`src/rtl/spi_slave_responder.sv`:
```
// spi_slave_responder: pclk-oversampled SPI slave with a one-word TX holding register and RX word output
module spi_slave_responder #(
    parameter int                  CHAR_LEN     = 8,
    parameter bit                  CPOL         = 1'b0,
    parameter bit                  CPHA         = 1'b0,
    parameter bit                  MSB_FIRST    = 1'b1,
    parameter logic [CHAR_LEN-1:0] IDLE_PATTERN = '0
) (
    input  logic                pclk,
    input  logic                areset,
    input  logic                sclk,
    input  logic                cs,
    input  logic                mosi0,
    output logic                miso0,
    output logic                miso_oe,
    input  logic [CHAR_LEN-1:0] tx_data,
    input  logic                tx_valid,
    output logic                tx_ready,
    output logic [CHAR_LEN-1:0] rx_data,
    output logic                rx_valid,
    output logic                tx_underrun,
    output logic                frame_err
);
    localparam int CW = $clog2(CHAR_LEN);
    localparam logic [CW-1:0] LAST = CW'(CHAR_LEN - 1);

    typedef enum logic {IDLE, SHIFT} state_t;
    state_t state, state_next;

    logic [2:0] sclk_s, cs_s;
    logic [1:0] mosi_s;
    logic [CHAR_LEN-1:0] tx_sr, rx_sr, hold, rx_next, load_word, tx_shifted;
    logic [CW-1:0] cnt;
    logic hold_full, out_bit, tx_bit;
    logic lead, trail, sample, shift, cs_fall, cs_rise, start, end_frame, wrap, load, write, do_shift;

    always_comb begin
        lead       = CPOL ? (sclk_s[2] & ~sclk_s[1]) : (~sclk_s[2] & sclk_s[1]);
        trail      = (sclk_s[2] ^ sclk_s[1]) & ~lead;
        sample     = CPHA ? trail : lead;
        shift      = CPHA ? lead : trail;
        cs_fall    = cs_s[2] & ~cs_s[1];
        cs_rise    = ~cs_s[2] & cs_s[1];
        start      = (state == IDLE) && cs_fall;
        end_frame  = (state == SHIFT) && cs_rise;
        wrap       = (state == SHIFT) && !cs_rise && sample && (cnt == LAST);
        load       = start | wrap;
        write      = tx_valid & ~hold_full;
        // with CPHA=0 the trailing edge right after a word boundary must not disturb the freshly loaded word
        do_shift   = (state == SHIFT) && !cs_rise && shift && (CPHA || cnt != '0);
        rx_next    = MSB_FIRST ? {rx_sr[CHAR_LEN-2:0], mosi_s[1]} : {mosi_s[1], rx_sr[CHAR_LEN-1:1]};
        load_word  = hold_full ? hold : IDLE_PATTERN;
        tx_bit     = MSB_FIRST ? tx_sr[CHAR_LEN-1] : tx_sr[0];
        tx_shifted = MSB_FIRST ? (tx_sr << 1) : (tx_sr >> 1);
        state_next = start ? SHIFT : end_frame ? IDLE : state;
        miso_oe    = (state == SHIFT) && !cs_s[1];
        miso0      = miso_oe & (CPHA ? out_bit : tx_bit);
        tx_ready   = ~hold_full;
    end

    always_ff @(posedge pclk)
        if (!areset) state <= IDLE;
        else state <= state_next;

    always_ff @(posedge pclk) begin
        if (!areset) begin
            sclk_s      <= {3{CPOL}};
            cs_s        <= 3'b111;
            mosi_s      <= '0;
            tx_sr       <= '0;
            rx_sr       <= '0;
            hold        <= '0;
            hold_full   <= 1'b0;
            out_bit     <= 1'b0;
            cnt         <= '0;
            rx_data     <= '0;
            rx_valid    <= 1'b0;
            tx_underrun <= 1'b0;
            frame_err   <= 1'b0;
        end else begin
            sclk_s      <= {sclk_s[1:0], sclk};
            cs_s        <= {cs_s[1:0], cs};
            mosi_s      <= {mosi_s[0], mosi0};
            rx_valid    <= wrap;
            tx_underrun <= load & ~hold_full;
            frame_err   <= end_frame && (cnt != '0);
            hold_full   <= write | (hold_full & ~load);
            if (write) hold <= tx_data;
            if (load) tx_sr <= load_word;
            else if (do_shift) tx_sr <= tx_shifted;
            if (start) out_bit <= 1'b0;
            else if (do_shift) out_bit <= tx_bit;
            if (start || end_frame) cnt <= '0;
            else if (state == SHIFT && sample) cnt <= wrap ? '0 : cnt + CW'(1);
            if (state == SHIFT && sample && !cs_rise) rx_sr <= rx_next;
            if (wrap) rx_data <= rx_next;
        end
    end
endmodule

```
`config.mk`:
```
export PLATFORM = sky130hd
export DESIGN_NAME = spi_slave_responder
export DESIGN_NICKNAME = d
export VERILOG_FILES = /design/src/rtl/spi_slave_responder.sv
export SDC_FILE = /design/constraint.sdc
export NUM_CORES = 1
export LEC_CHECK = 0
export CORE_UTILIZATION = 50
export CTS_BUF_LIST = sky130_fd_sc_hd__clkbuf_8
export DETAILED_ROUTE_END_ITERATION = 12
export GPL_TIMING_DRIVEN = 0
export PLACE_DENSITY = 0.87
export SLEW_MARGIN = 5
export SYNTH_ARGS = -nofsm -noshare
export SYNTH_HDL_FRONTEND = slang
export SYNTH_SLANG_ARGS = --single-unit
```
`constraint.sdc`:
```
create_clock -name pclk -period 1.35 [get_ports pclk]
set_clock_uncertainty 0.05 [all_clocks]
set_input_delay 0.27 -clock pclk [delete_from_list [all_inputs] [get_ports pclk]]
set_output_delay 0.27 -clock pclk [all_outputs]
set_load 0.03 [all_outputs]
```
==> results of run 1 <==
-- area by class of cell --
| type | instances | area share [%] |
|---|---|---|
| multi-input cells | 125 | 38.05 |
| flip-flops and latches | 47 | 37.80 |
| repair buffers | 41 | 14.70 |
| plain buffers | 9 | 3.117 |
| clock buffers | 5 | 2.721 |
| well taps | 46 | 2.276 |
| inverters | 5 | 0.7422 |
| clock inverters | 3 | 0.5938 |
-- path summary, 6_finish.rpt --
| kind | slack (ns) | startpoint | to | cells past startpoint |
|---|---|---|---|---|
| setup / recovery | -0.18 | cnt[1] | tx_sr[6] | 6 |
| hold / removal | 0.37 | cs_s[0] | cs_s[1] | 1 |
| setup reg to reg | -0.18 | cnt[1] | tx_sr[6] | 6 |
| hold reg to reg | 0.37 | cs_s[0] | cs_s[1] | 1 |
-- cell usage in the layout (no fill, tap or decap), types with 2 or more instances in the layout --
cell type,Yosys,layout
sky130_fd_sc_hd__a211oi_1,6,4
sky130_fd_sc_hd__and2_1,6,5
sky130_fd_sc_hd__clkbuf_8,2,7
sky130_fd_sc_hd__a21oi_1,20,13
sky130_fd_sc_hd__mux2i_1,22,21
sky130_fd_sc_hd__clkinv_2,0,3
sky130_fd_sc_hd__clkbuf_1,4,2
sky130_fd_sc_hd__dfxtp_2,0,3
sky130_fd_sc_hd__nand3_2,1,2
sky130_fd_sc_hd__clkdlybuf4s15_1,0,3
sky130_fd_sc_hd__dfxtp_4,0,3
sky130_fd_sc_hd__inv_1,4,3
sky130_fd_sc_hd__nand2_1,20,20
sky130_fd_sc_hd__a21oi_2,0,6
sky130_fd_sc_hd__nor2_1,20,20
sky130_fd_sc_hd__nor2b_4,1,2
sky130_fd_sc_hd__nand4_1,3,3
sky130_fd_sc_hd__clkbuf_2,0,9
sky130_fd_sc_hd__nand2b_4,1,2
sky130_fd_sc_hd__nand3b_1,2,2
sky130_fd_sc_hd__ha_4,0,2
sky130_fd_sc_hd__buf_6,2,7
sky130_fd_sc_hd__and2b_2,2,2
sky130_fd_sc_hd__buf_4,1,10
sky130_fd_sc_hd__nand2b_1,4,3
sky130_fd_sc_hd__a211oi_2,0,2
sky130_fd_sc_hd__buf_12,0,2
sky130_fd_sc_hd__dfxtp_1,47,41
sky130_fd_sc_hd__clkdlybuf4s50_1,0,13
-- logic make-up (layout without fill, tap and decap cells) --
kind of cell | Yosys count | in the layout
AO/OA/AOI/OAI | 28 | 28
adder cells (fa/ha/maj) | 3 | 3
buffers and inverters | 14 | 63
flip-flops | 47 | 47
multiplexers | 22 | 22
AND/OR/NAND/NOR | 71 | 72
-- state kept, by name (all words and copies together), names as in the netlist --
name,count
hold,8
rx_data,8
tx_sr,8
rx_sr,7
cnt,3
cs_s,3
sclk_s,3
mosi_s,2
frame_err,1
hold_full,1
rx_valid,1
state,1
tx_underrun,1
-- critical path, stage by stage (launching register included) --
cell,delay (ns)
sky130_fd_sc_hd__dfxtp_4,0.37
sky130_fd_sc_hd__ha_4,0.16
sky130_fd_sc_hd__ha_4,0.16
sky130_fd_sc_hd__a41oi_4,0.25
sky130_fd_sc_hd__buf_12,0.17
sky130_fd_sc_hd__a21oi_1,0.06
sky130_fd_sc_hd__a211oi_1,0.21
-- timing repair --
action / in CTS / in global routing
hold endpoints to repair: 0 / 0
pin swaps: 16 / 6
setup endpoints to repair: 40 / 48
setup buffers: 9 / 5
hold buffers: 0 / 0
resized for setup: 60 / 25
cloned: 3 / 0
-- report_power, final --
| group | switching [mW] | internal, mW | leakage [nW] | total, mW |
|---|---|---|---|---|
| Sequential | 0.0267 | 1.42 | 0.384 | 1.45 |
| Clock | 0.455 | 0.355 | 0.0477 | 0.810 |
| Combinational | 0.121 | 0.122 | 0.646 | 0.243 |
-- through the flow --
step | worst slack [ns] | util [%] | hold WS (ns) | cells | setup TNS (ns)
after floorplan | -0.001910 | - | 0.3215 | 185 | -0.001910
after global placement | -0.4009 | 64.63 | 0.3456 | 258 | -6.930
after detailed placement | -0.4196 | 64.63 | 0.3512 | 258 | -7.847
after CTS | -0.1355 | 72.99 | 0.3730 | 278 | -1.359
after global routing | -0.2361 | 73.46 | 0.4058 | 281 | -3.649
final | -0.1795 | 73.46 | 0.3687 | 281 | -1.740
-- routing by layer --
metal	part of all wire [%]	up-vias	global-route usage [%]
li1	-	728	-
met1	40	712	23.74
met2	53	41	36.83
met3	4.3	11	7.299
met4	2.5	0	8.430
met5	0	-	0
==> results by stage, run 1 <==
Outcome:
- The run finished, with violations left.
- The final reports fail on negative setup slack.

Drt:
- In the routed design, unresolved DRC markers number 0.
- The first detailed-routing pass took 4 iterations.
- The overall via count from detail_route is 1,492.
- The first routing iteration left 64 violations.
- The number of nets with antenna violations after routing is 0.
- The wire length per cell is 13.69 um.
- The total length of routed wires is 3846 um.
- The average vias per placed instance is 5.310.

Logic synthesis:
- After synthesis the cells add up to approximately 1900 um2.
- After synthesis, the share of flip-flops with an asynchronous set or reset is 0%.
- Summing the areas of all fa, ha and maj instances in the mapped netlist gives 2.019% of the synthesized area.
- The top cell type's share of synthesized area is between 50% and 60%.
- The number of cells produced by synthesis is 185.
- The portion of netlist area occupied by mux cells is 11.84%.
- The largest family of logic cells by synthesized area is simple AND/OR/NAND/NOR gates.
- The simple-gate share of the synthesized area is a little over a fifth.
- The synthesized design contains 0 enable-type register cells.
- Summing the areas of all compound-gate instances in the mapped netlist gives 9.623% of the synthesized area.
- The synthesized area divided by synthesized cell count is ~10 um2.
- Yosys printed 0 warnings.
- The count of cell types in the netlist is 32.
- The post-synthesis xor/xnor area fraction is 0%.
- The total nets after synthesis is 202.
- The most instantiated flip-flop cell in the synthesis netlist is sky130_fd_sc_hd__dfxtp_1.
- The flop and latch count out of synthesis is 47.
- By area the synthesized netlist is led by sky130_fd_sc_hd__dfxtp_1 (51%), sky130_fd_sc_hd__mux2i_1 (12%), sky130_fd_sc_hd__a21oi_1 (5.4%).
- By count the netlist is led by sky130_fd_sc_hd__dfxtp_1 (47), sky130_fd_sc_hd__mux2i_1 (22), sky130_fd_sc_hd__a21oi_1 (20), sky130_fd_sc_hd__nand2_1 (20), sky130_fd_sc_hd__nor2_1 (20).
- For this run, the register share of the synthesized area comes to about half.
- Of all cell types, the one taking the most synthesized area is sky130_fd_sc_hd__dfxtp_1.
- Among all cell types in the netlist, the one instantiated most often is sky130_fd_sc_hd__dfxtp_1.

Place:
- The count of buffers added on input and output ports is 27.
- The standard cell area after detailed placement is about 2200 um2.
- The detailed-placement wirelength estimate is 2147 um.
- The final weighted congestion in routability-driven placement is 0.7672.

Setup path:
- The data arrival time of the critical path is 1.69 ns.
- Data on the critical path is required at its endpoint by around 1.5 ns.
- The highest fanout seen on the critical path is 8.
- The kind of launch point of the worst setup path is a flop.
- The category of the worst setup path capture point is a flop.
- The category of the critical setup timing path is flop to flop.

Clock tree:
- The clock latency of the later-clocked register in the worst-skew pair is 0.30 ns.
- The total number of clock tree sinks is 47.
- The worst-case clock buffer depth is 2.
- The register clock-pin slew on the reported worst setup and hold paths is 0.08 ns.
- The CTS tree is yes.
- The maximum level of the CTS H-tree is 2.
- The number of buffers added by the clock tree synthesis step is 5.
- The tree is rooted in a sky130_fd_sc_hd__clkbuf_8.

Timing:
- The count of endpoints failing setup in the final report is 22.
- The max-slew violation count is 0.
- The slew of the pin with the lowest slew margin is 0.5264 ns.
- Setup repair after global routing could not meet its margin everywhere.
- The final count of hold timing violations is 0.
- The highest clock rate is 0.6538 GHz.
- The worst-case setup margin in the final layout is -0.1795 ns.
- The minimum period implied by the final worst setup slack is 1.530 ns.
- The worst path uses 113.3% of the clock period.
- The tightest slew margin relative to the limit is 64.91%.

Layout:
- From synthesis to final layout, the design area changed by 36.00%.
- The filler cell count in the final layout is 236.
- Summing all non-filler instances in the final layout gives an area of around 2500 um2.
- 0 antenna diodes ended up in the layout.
- Summing all multi-input logic gate instances after layout gives 962.2 um2.
- The total area of sequential cells is 955.9 um2.
- The number of nets in the layout is 251.
- The share of cells above drive strength 1 is 32.34%.

Floorplanning:
- The vertical extent of the die is 62.98 um.
- During I/O placement, the number of pins put on the boundary was 28.
- The number of placement rows is 21.
- The die outline area is 3966 um2.
- The area inside the core boundary is around 3400 um2.
- For this configuration, the core starts out at a cell density of 54.02%.
- The die width is approximately 63 um.

Global route:
- The first global-routing pass estimated 6417 um of wire.
- Entering global routing, the biggest net connects 15 pins.
- The overall overflow remaining after global route is 0.
- Global routing used 21.32% of the available tracks.
- The number of antenna violations at the first check in global routing is 0.
- The number of global-route vias before repair is 1,415.

Power:
- The power density relative to cell area is 988.6 nW/um2.
- The leakage power of the design is 1.078 nW.
- The worst ir drop on vdd is around 0.00096 V.
- The post-route total power is 2.500 mW.

Worst hold path:
- The path category of the worst min-delay check is flop to flop.

Job:
- Max-cap violations in this run came to 0.
No activity file was read; power rests on OpenSTA's default activity.
==> run 2, diff against run 1 <==
--- a/config.mk
+++ b/config.mk
@@ -9,6 +9,7 @@
 export CTS_BUF_LIST = sky130_fd_sc_hd__clkbuf_8
 export DETAILED_ROUTE_END_ITERATION = 12
 export GPL_TIMING_DRIVEN = 0
+export MAX_ROUTING_LAYER = met4
 export PLACE_DENSITY = 0.87
 export SLEW_MARGIN = 5
 export SYNTH_ARGS = -nofsm -noshare
==> results by stage, run 2 (same netlist as run 1, synthesis figures left out) <==
Outcome:
- The run finished, with violations left.
- The final reports fail on negative setup slack.

Timing:
- The max-slew violation count is 0 (unchanged).
- The highest clock rate is 0.6780 GHz (+3.7%).
- The final-layout setup total negative slack is -1.700 ns (+0.04036 ns).
- The slew of the pin with the lowest slew margin is 0.4157 ns (-0.1107 ns).
- The tightest slew margin relative to the limit is 72.29% (+7.4 points).
- Setup repair after global routing could not meet its margin everywhere.
- The count of endpoints failing setup in the final report is 23 (+4.5%).
- The final worst-path cycle share came to 109.3% (-4.0 points).
- The minimum period implied by the final worst setup slack is 1.475 ns (-0.05459 ns).
- The worst-case setup margin in the final layout is -0.1249 ns (+0.05459 ns).
- The final count of hold timing violations is 0 (unchanged).

Drt:
- The wire length per cell came to 13.42 um (-2.0%).
- The DRC violation count after routing is 0 (unchanged).
- The number of nets with antenna violations after routing is 0 (unchanged).
- The total length of routed wires was 3771 um (-2.0%).
- The iteration-0 DRC count of the detailed router came to 56 (-13%).
- The overall via count from detail_route was 1,450 (-2.8%).
- The first-pass iteration count of the detailed router came to 4 (unchanged).
- The average vias per placed instance was 5.160 (-2.8%).

Place:
- The standard cell area after detailed placement is 2225 um2 (unchanged).
- The final weighted congestion in routability-driven placement is 0.7775 (+1.3%).
- The number of cells in the design after placement is 258 (unchanged).
- The detailed-placement wirelength estimate is 2147 um (unchanged).
- The count of input and output buffers is 27 (unchanged).

Setup path:
- The reg-to-reg startpoint is cnt[0].
- The delay of the slowest cell on the worst path was 0.34 ns (-0.03 ns).
- The most critical setup path has its endpoint at miso0.
- The reg-to-reg critical path endpoint is tx_sr[6].
- The number of cells on the critical path was 4 (-2).
- The critical path starts at state.
- The category of the worst setup path capture point is a primary output.
- The slack of the worst reg-to-reg path is -0.11 ns (+0.07 ns).
- Among the stages of the critical path, the cell type that occurs most often is sky130_fd_sc_hd__buf_6.
- The required time of the worst setup path is 1.03 ns (-0.48 ns).
- The data arrival time of the critical path was 1.15 ns (-0.54 ns).
- The category of the critical setup timing path is flop to primary output.
- The family with the most delay on the worst path is flip-flops.
- The count of cells along the worst register-to-register path came to 6 (unchanged).
- The kind of launch point of the worst setup path is a flop.
- Walking the worst path, the cells encountered are buf_6 > nor2b_4 > and2_4 > buf_6.
- The master of the slowest instance on the critical path is sky130_fd_sc_hd__dfxtp_2.
- The buffers plus inverters on the worst setup path is 2 (+1).
- The highest fanout seen on the critical path is 3 (-5).

Job:
- The number of maximum-capacitance violations was 0 (unchanged).

Global route:
- The global-route wire length before repair is 6417 um (unchanged).
- The pin count of the biggest net entering global routing is 15 (unchanged).
- The global-route usage over all layers is 21.89% (+0.57 points).
- The number of antenna violations at the first check in global routing is 0 (unchanged).
- The number of global-route vias before repair is 1,415 (unchanged).
- The overall overflow remaining after global route is 0 (unchanged).

Clock tree:
- The register clock-pin slew on the reported worst setup and hold paths is 0.08 ns (about the same).
- The worst-case clock buffer depth was 2 (unchanged).
- The number of buffers added by the clock tree synthesis step was 5 (unchanged).
- The maximum level of the CTS H-tree is 2 (unchanged).
- The clock latency of the later-clocked register in the worst-skew pair came to 0.30 ns (about the same).
- The CTS tree is yes.
- The total number of clock tree sinks came to 47 (unchanged).
- The cell at the root of the clock tree is sky130_fd_sc_hd__clkbuf_8.

Power:
- The worst ir drop on vdd came to 0.0009620 V (+0.49%).
- The power density relative to cell area is 985.6 nW/um2 (-0.30%).
- The post-route total power was 2.511 mW (+0.44%).
- The leakage power of the design came to 1.087 nW (+0.88%).

Layout:
- The final instance count without filler cells is 281 (unchanged).
- The number of diodes is 0 (unchanged).
- The post-route cell area is 2547 um2 (+0.74%).
- In the final layout, the registers with the most flip-flops are hold x8, rx_data x8, tx_sr x8.
- The library cell used most frequently in the layout, excluding fill and tap cells, is sky130_fd_sc_hd__dfxtp_1.
- In the layout the commonest cells are sky130_fd_sc_hd__dfxtp_1 (41), sky130_fd_sc_hd__mux2i_1 (21), sky130_fd_sc_hd__nor2_1 (20), sky130_fd_sc_hd__nand2_1 (20).
- The area growth from synthesis to layout is 37.01%.
- The share of cells above drive strength 1 is 33.62% (+1.3 points).
- The number of nets in the layout is 251 (unchanged).

Floorplanning:
- The vertical extent of the die came to 62.98 um (unchanged).
- The area inside the core boundary was 3442 um2 (unchanged).
- The number of primary I/O pins is 28 (unchanged).
- The number of placement rows came to 21 (unchanged).
- The die width is 62.98 um (unchanged).
- The initial cell density of the core is 54.02% (unchanged).
- The die outline area was 3966 um2 (unchanged).

Worst hold path:
- The tightest min-delay check is of the flop to flop type.
- The instance count along the most critical hold path was 1 (unchanged).
==> run 2: changes by cell type in the layout (fill, tap and decap cells not counted) <==
cell / before / now
sky130_fd_sc_hd__clkbuf_1: 2 / 1
sky130_fd_sc_hd__nor3_1: 1 / 0
sky130_fd_sc_hd__a211oi_2: 2 / 3
sky130_fd_sc_hd__clkbuf_2: 9 / 10
sky130_fd_sc_hd__buf_4: 10 / 8
sky130_fd_sc_hd__buf_6: 7 / 9
sky130_fd_sc_hd__nor3_2: 0 / 1
sky130_fd_sc_hd__a211oi_1: 4 / 3
==> run 2: metal layers <==
layer	global-route usage, %	vias to the layer above	share of wire, %
met5	-	-	0
met1	23.63	691	42
met3	7.299	7	3.2
met4	8.430	0	1.8
met2	36.83	26	53
li1	-	726	-
==> run 2: area by class of cell <==
cell class                 instances  area [um2]
multi-input combinational        125       972.2
timing repair buffer              41       379.1
buffer                             9       80.08
tap                               46       57.56
sequential                        47       955.9
clock buffer                       5       68.82
fill                             234       894.6
clock inverter                     3       15.01
inverter                           5       18.77
==> run 2: where the power goes <==
group / switching [mW] / internal (mW) / total [mW]
sequential: 0.0273 / 1.42 / 1.45
clock: 0.462 / 0.355 / 0.817
combinational: 0.121 / 0.125 / 0.246
==> run 2: how the worst min path moves through the flow <==
stage	start	end	slack (ns)
after detailed placement	cs_s[0]	cs_s[1]	0.35
after global routing	cs_s[0]	cs_s[1]	0.41
after global placement	cs_s[0]	cs_s[1]	0.35
after CTS	cs_s[0]	cs_s[1]	0.37
final	cs_s[0]	cs_s[1]	0.37
after floorplan	cs	cs_s[0]	0.32
==> run 2: what timing repair did <==
item,CTS,global route
gates resized for setup,60,31
buffers inserted,9,5
hold buffers,0,0
pin swaps,16,8
gates cloned,3,0
setup endpoints to repair,40,48
==> run 2: metrics by stage <==
stage	hold slack [ns]	util (%)	setup WS [ns]
floorplan	0.3215	-	-0.001910
global placement	0.3456	64.63	-0.4009
detailed placement	0.3512	64.63	-0.4196
CTS	0.3730	72.99	-0.1355
global route	0.4071	74.01	-0.1787
finish	0.3690	74.01	-0.1249
==> run 3, diff against run 2 <==
--- a/config.mk
+++ b/config.mk
@@ -11,7 +11,6 @@
 export GPL_TIMING_DRIVEN = 0
 export MAX_ROUTING_LAYER = met4
 export PLACE_DENSITY = 0.87
-export SLEW_MARGIN = 5
 export SYNTH_ARGS = -nofsm -noshare
 export SYNTH_HDL_FRONTEND = slang
 export SYNTH_SLANG_ARGS = --single-unit
==> results of run 3 <==
The final DEF is identical to that of run 2; final timing and power are the same.
